<file path="src/rtl/comparador_arbitro_rr.sv">
`default_nettype none
// ============================================================================
// Module  : comparador_arbitro_rr
// Brief   : Round-robin arbiter sharing one registered unsigned comparator
//           among N_REQ requesters; returns result with done/done_id.
// Revision: 1.0
// ============================================================================
module comparador_arbitro_rr #(
  parameter int N_REQ = 4,
  parameter int WIDTH = 8,
  localparam int IDW  = (N_REQ <= 2) ? 1 : $clog2(N_REQ)
) (
  input  logic                   clk,
  input  logic                   rst_n,
  input  logic [N_REQ-1:0]       req,
  input  logic [N_REQ*WIDTH-1:0] a_bus,
  input  logic [N_REQ*WIDTH-1:0] b_bus,
  output logic [N_REQ-1:0]       gnt,
  output logic                   busy,
  output logic                   done,
  output logic [IDW-1:0]         done_id,
  output logic                   q,
  output logic                   q_lt,
  output logic                   q_gt
);

  typedef enum logic [1:0] {
    S_IDLE    = 2'd0,
    S_COMPARE = 2'd1,
    S_RESULT  = 2'd2
  } state_t;

  localparam logic [IDW-1:0] C_LAST_RST = IDW'(N_REQ - 1);

  state_t             r_state;
  state_t             w_state_nxt;
  logic [IDW-1:0]     r_last;
  logic [WIDTH-1:0]   r_a;
  logic [WIDTH-1:0]   r_b;
  logic [N_REQ-1:0]   r_gnt;
  logic               r_busy;
  logic               r_done;
  logic [IDW-1:0]     r_done_id;
  logic               r_q;
  logic               r_lt;
  logic               r_gt;

  logic               w_grant;
  logic               w_finish;
  logic               w_release;
  logic [IDW-1:0]     w_win;
  logic [N_REQ-1:0]   w_gnt_oh;
  logic [WIDTH-1:0]   w_a_sel;
  logic [WIDTH-1:0]   w_b_sel;
  int                 w_dist;
  int                 w_best;

  // Winner is the requester at the smallest rotated distance past r_last.
  always_comb begin
    w_win  = '0;
    w_dist = 0;
    w_best = N_REQ;
    for (int i = 0; i < N_REQ; i++) begin
      w_dist = i - int'(r_last) - 1;
      if (w_dist < 0) w_dist = w_dist + N_REQ;
      if (req[i] && (w_dist < w_best)) begin
        w_best = w_dist;
        w_win  = IDW'(i);
      end
    end
  end

  always_comb begin
    w_gnt_oh = '0;
    w_a_sel  = '0;
    w_b_sel  = '0;
    for (int i = 0; i < N_REQ; i++) begin
      if (w_win == IDW'(i)) begin
        w_gnt_oh[i] = 1'b1;
        w_a_sel     = a_bus[i*WIDTH +: WIDTH];
        w_b_sel     = b_bus[i*WIDTH +: WIDTH];
      end
    end
  end

  always_ff @(posedge clk or negedge rst_n) begin
    if (!rst_n) r_state <= S_IDLE;
    else        r_state <= w_state_nxt;
  end

  always_comb begin
    w_state_nxt = r_state;
    w_grant     = 1'b0;
    w_finish    = 1'b0;
    w_release   = 1'b0;
    case (r_state)
      S_IDLE: begin
        if (req != '0) begin
          w_grant     = 1'b1;
          w_state_nxt = S_COMPARE;
        end
      end
      S_COMPARE: begin
        w_finish    = 1'b1;
        w_state_nxt = S_RESULT;
      end
      S_RESULT: begin
        w_release   = 1'b1;
        w_state_nxt = S_IDLE;
      end
      default: begin
        w_release   = 1'b1;
        w_state_nxt = S_IDLE;
      end
    endcase
  end

  // Operands are frozen at the grant edge; later bus activity is ignored.
  always_ff @(posedge clk or negedge rst_n) begin
    if (!rst_n) begin
      r_last    <= C_LAST_RST;
      r_a       <= '0;
      r_b       <= '0;
      r_gnt     <= '0;
      r_busy    <= 1'b0;
      r_done    <= 1'b0;
      r_done_id <= '0;
      r_q       <= 1'b0;
      r_lt      <= 1'b0;
      r_gt      <= 1'b0;
    end else begin
      r_done <= w_finish;
      if (w_grant) begin
        r_last <= w_win;
        r_a    <= w_a_sel;
        r_b    <= w_b_sel;
        r_gnt  <= w_gnt_oh;
        r_busy <= 1'b1;
      end
      if (w_finish) begin
        r_done_id <= r_last;
        r_q       <= (r_a == r_b);
        r_lt      <= (r_a <  r_b);
        r_gt      <= (r_a >  r_b);
      end
      if (w_release) begin
        r_gnt  <= '0;
        r_busy <= 1'b0;
      end
    end
  end

  assign gnt     = r_gnt;
  assign busy    = r_busy;
  assign done    = r_done;
  assign done_id = r_done_id;
  assign q       = r_q;
  assign q_lt    = r_lt;
  assign q_gt    = r_gt;

endmodule
`default_nettype wire
</file>
<file path="config.mk">
export PLATFORM = sky130hd
export DESIGN_NAME = comparador_arbitro_rr
export DESIGN_NICKNAME = d
export VERILOG_FILES = /design/src/rtl/comparador_arbitro_rr.sv
export SDC_FILE = /design/constraint.sdc
export NUM_CORES = 1
export LEC_CHECK = 0
export CAP_MARGIN = 25
export CELL_PAD_IN_SITES_DETAIL_PLACEMENT = 1
export CELL_PAD_IN_SITES_GLOBAL_PLACEMENT = 2
export CORE_AREA = 2 2 75 77
export CTS_BUF_LIST = sky130_fd_sc_hd__clkbuf_4
export DETAILED_ROUTE_END_ITERATION = 10
export DIE_AREA = 0 0 77 79
export DONT_BUFFER_PORTS = 1
export PLACE_DENSITY = 0.81
export SETUP_SLACK_MARGIN = 0.05
export SLEW_MARGIN = 20
export SYNTH_ARGS = -nofsm -noshare
export SYNTH_HDL_FRONTEND = slang
export SYNTH_SLANG_ARGS = --single-unit
export TNS_END_PERCENT = 10
</file>
<file path="constraint.sdc">
create_clock -name clk -period 13.6 [get_ports clk]
set_input_delay 1.36 -clock clk [delete_from_list [all_inputs] [get_ports clk]]
set_output_delay 1.36 -clock clk [all_outputs]
set_load 0.02 [all_outputs]
</file>
==> run_results.csv <==
group,metric,value,unit
synth,yosysSeqAreaShare,37.7,%
worst_setup_path,critPathMaxFanout,22,
timing,fmaxAchievable,180,MHz
timing,fin_crit,5570,ps
power_and_ir_drop,intPower,0.361,mW
finish,area_growth,5.63,%
clock_tree,cts.htree.levels,2,
global_route,antenna_found_initial,0,
worst_setup_path,timing.rr.end,"r_b[1]",
synth,yosysWarnings,0,
clock_tree,cts_setup_buffers,0,
synth,synthArstFlopShare,100,%
timing,hold_viol_final,0,
floorplanning,die_w,77,µm
finish,layout_common_cells,"31 x nand2_1, 29 x dfrtp_1, 19 x inv_1",
floorplanning,die_h,79,µm
timing,skew,15.5,ps
detailed_routing,met2_length,2.50,mm
synth,synth_ff_type,"dfrtp_1",
clock_tree,hold_buffers,0,
power_and_ir_drop,clkPwrFrac,7.0,%
global_route,grt_overflow,0,
global_route,track_usage,18.4,%
timing,holdWs,536,ps
worst_setup_path,ff2ff_setup_slack,8030,ps
floorplanning,rows,27,
worst_setup_path,ff2ff_path_depth,19,
clock_tree,cts_root_buffer,"clkbuf_4",
synth,synth.distinct_cells,46,
power_and_ir_drop,power.density,341,nW/µm²
finish,nets,311,
detailed_routing,wl_met1,2.51,mm
detailed_routing,routed.top_layer,"met4",
power_and_ir_drop,switchingPower,0.384,mW
outcome,run_status,"completed",
power_and_ir_drop,p_leak,0.938,nW
finish,multi_input_area,1180,µm²
power_and_ir_drop,combPwrFrac,67.2,%
global_route,grt_pass1_vias,1787,
place,dpl.hpwl,4.12,mm
detailed_routing,wl_per_cell,18.4,µm
timing,worst_pin_slew,955,ps
hold_path,hold_depth,2,
worst_setup_path,cp-start-kind,"flop",
worst_setup_path,cp_data_arrival_time,5800,ps
place,port_buffers,0,
timing,setup_viol_count_final,0,
hold_path,min_path_type,"reg -> reg",
worst_setup_path,r2r-start,"r_last[0]",
finish,register_area,778,µm²
detailed_routing,num_vias,1774,
timing,rsz0062_at_grt,"no",
hold_path,hold_path_end,"r_last[1]",
place,place_congestion,0.773,
finish,fin_area,2180,µm²
flow_run,maxCapViolCount,0,
floorplanning,io_pins,81,
clock_tree,clock_latency,340,ps
timing,drv_slew,0,
global_route,grt_max_degree,32,
hold_path,hp-start,"r_last[1]",
clock_tree,cts_sinks,31,
floorplanning,start_util,38.7,%
finish,drive_above_1_share,11.2,%
finish,diodes,0,
timing,post-route-period-util,41.0,%
synth,netlist_area,2070,µm²
detailed_routing,ant_nets,0,
detailed_routing,drtIter0Drc,59,
clock_tree,clkTransAtPathRegs,110,ps
synth,syn_area_per_cell,9.27,µm²
detailed_routing,totalWireLength,5.45,mm
place,post_dp_cell_area,2120,µm²
power_and_ir_drop,p_sw_share,51.6,%
floorplanning,core_area,5340,µm²
timing,finalSetupTns,0,ps
power_and_ir_drop,ir_worst_vdd,154,µV
synth,synth_seq_cells,31,
detailed_routing,viasPerCell,5.99,
detailed_routing,drc_errors,0,
detailed_routing,met3_length,378,µm
finish,fillCellCount,662,
synth,syn_inst,223,
finish,final_common_cell,"nand2_1",
timing,relSlewSlack,35.8,%
worst_setup_path,worstSetupPathType,"reg -> reg",
synth,synth_edf_count,0,
detailed_routing,dr.pass1.iters,4,
clock_tree,post_cts_resized,0,
worst_setup_path,worstPathRequired,13830,ps
global_route,grt_first_pass_wirelength,8.90,mm
floorplanning,dieArea,6080,µm²
clock_tree,cts_tree,"built",
clock_tree,cts_buffers,5,
clock_tree,cts_buffer_depth,2,
power_and_ir_drop,seqPwrFrac,25.8,%
worst_setup_path,crit_path_end_kind,"flop",
power groups by stage:
| stage | clock network [mW] | logic (mW) | registers, mW |
|---|---|---|---|
| 5_1_grt | 0.0576 | 0.573 | 0.199 |
| 4_1_cts | 0.0535 | 0.502 | 0.194 |
| 6_report | 0.0519 | 0.501 | 0.193 |
| 3_3_place_gp | 0 | 0.482 | 0.196 |
| 2_1_floorplan | 0 | 0.400 | 0.183 |
| 3_5_place_dp | 0 | 0.497 | 0.196 |
critical path, cell delays in order (launching register included):
cell	delay (ps)
dfstp_2	660
inv_1	140
ha_1	230
xnor2_1	320
and2_1	250
nor2_1	50
inv_1	80
nand2_1	70
ha_1	310
a21boi_2	180
a311oi_2	360
o211a_1	680
a21oi_1	160
ha_1	230
o21ai_0	230
o2111a_1	250
o311ai_2	100
or4_1	810
o22ai_1	280
a21oi_1	60
flip-flops by register name, indices dropped and copies added, names as in the netlist:
register / cells
busy: 1
done: 1
done_id: 2
gnt: 4
q: 1
q_gt: 1
q_lt: 1
r_a: 8
r_b: 8
r_last: 2
r_state: 2
worst max path at each step:
stage / startpoint / to / slack [ps] / cells past startpoint
CTS: r_last[0] / r_b[1] / 8050 / 19
global route: r_last[0] / r_b[2] / 7600 / 19
finish: r_last[0] / r_b[1] / 8030 / 19
floorplan: req[0] / r_a[0] / 8850 / 18
global placement: req[0] / r_b[1] / 8240 / 15
detailed placement: r_last[0] / r_b[1] / 8080 / 19
layout make-up:
cell class	instances	share of cell area, %
sequential	31	35.6
timing repair buffer	2	0.688
tap	72	4.13
multi-input combinational	164	53.9
clock buffer	5	1.72
clock inverter	3	0.688
inverter	19	3.27
cell families after synthesis:
kind of cell | Yosys count | share of synthesized area (%)
AOI/OAI and AO/OA | 83 | 30.9
xor gates and xnor gates | 3 | 1.27
adders and majority gates | 18 | 10.9
buffers and inverters | 29 | 5.87
DFF | 31 | 37.7
muxes | 1 | 0.545
other | 1 | 0.181
and+or+nand+nor | 57 | 12.7
layer usage:
metal | GRT usage (%) | vias up
met4 | 5.89 | 0
met2 | 28.9 | 67
met5 | 0 | -
met1 | 24.5 | 867
met3 | 5.45 | 7
li1 | - | 833
cells in the mapped netlist, types with 2 or more instances:
master	instances	area (µm²)
inv_1	19	71.3
a21o_1	2	15.0
a31oi_1	4	25.0
o21ai_0	10	50.1
and2_1	3	18.8
xnor2_1	2	17.5
o211ai_1	4	30.0
dfrtp_1	29	726
clkbuf_1	5	18.8
a211oi_1	2	15.0
nand2_1	31	116
nand4_1	3	18.8
buf_2	4	20.0
o22ai_2	9	113
dfstp_2	2	52.6
nand2b_1	2	12.5
ha_1	18	225
o2111ai_1	2	17.5
a221oi_1	15	131
o22ai_1	6	37.5
nor2_1	9	33.8
a21oi_1	18	90.1
stage by stage:
| stage | worst slack (ps) | utilization (%) | instances | power [mW] |
|---|---|---|---|---|
| after floorplan | 8850 | - | 224 | 0.583 |
| after global placement | 8240 | 39.8 | 287 | 0.678 |
| after detailed placement | 8080 | 39.8 | 287 | 0.693 |
| after CTS | 8050 | 40.8 | 295 | 0.749 |
| after global routing | 7600 | 40.9 | 296 | 0.829 |
| final | 8030 | 40.9 | 296 | 0.745 |
Note: power is estimated with default switching activity, not from simulation.
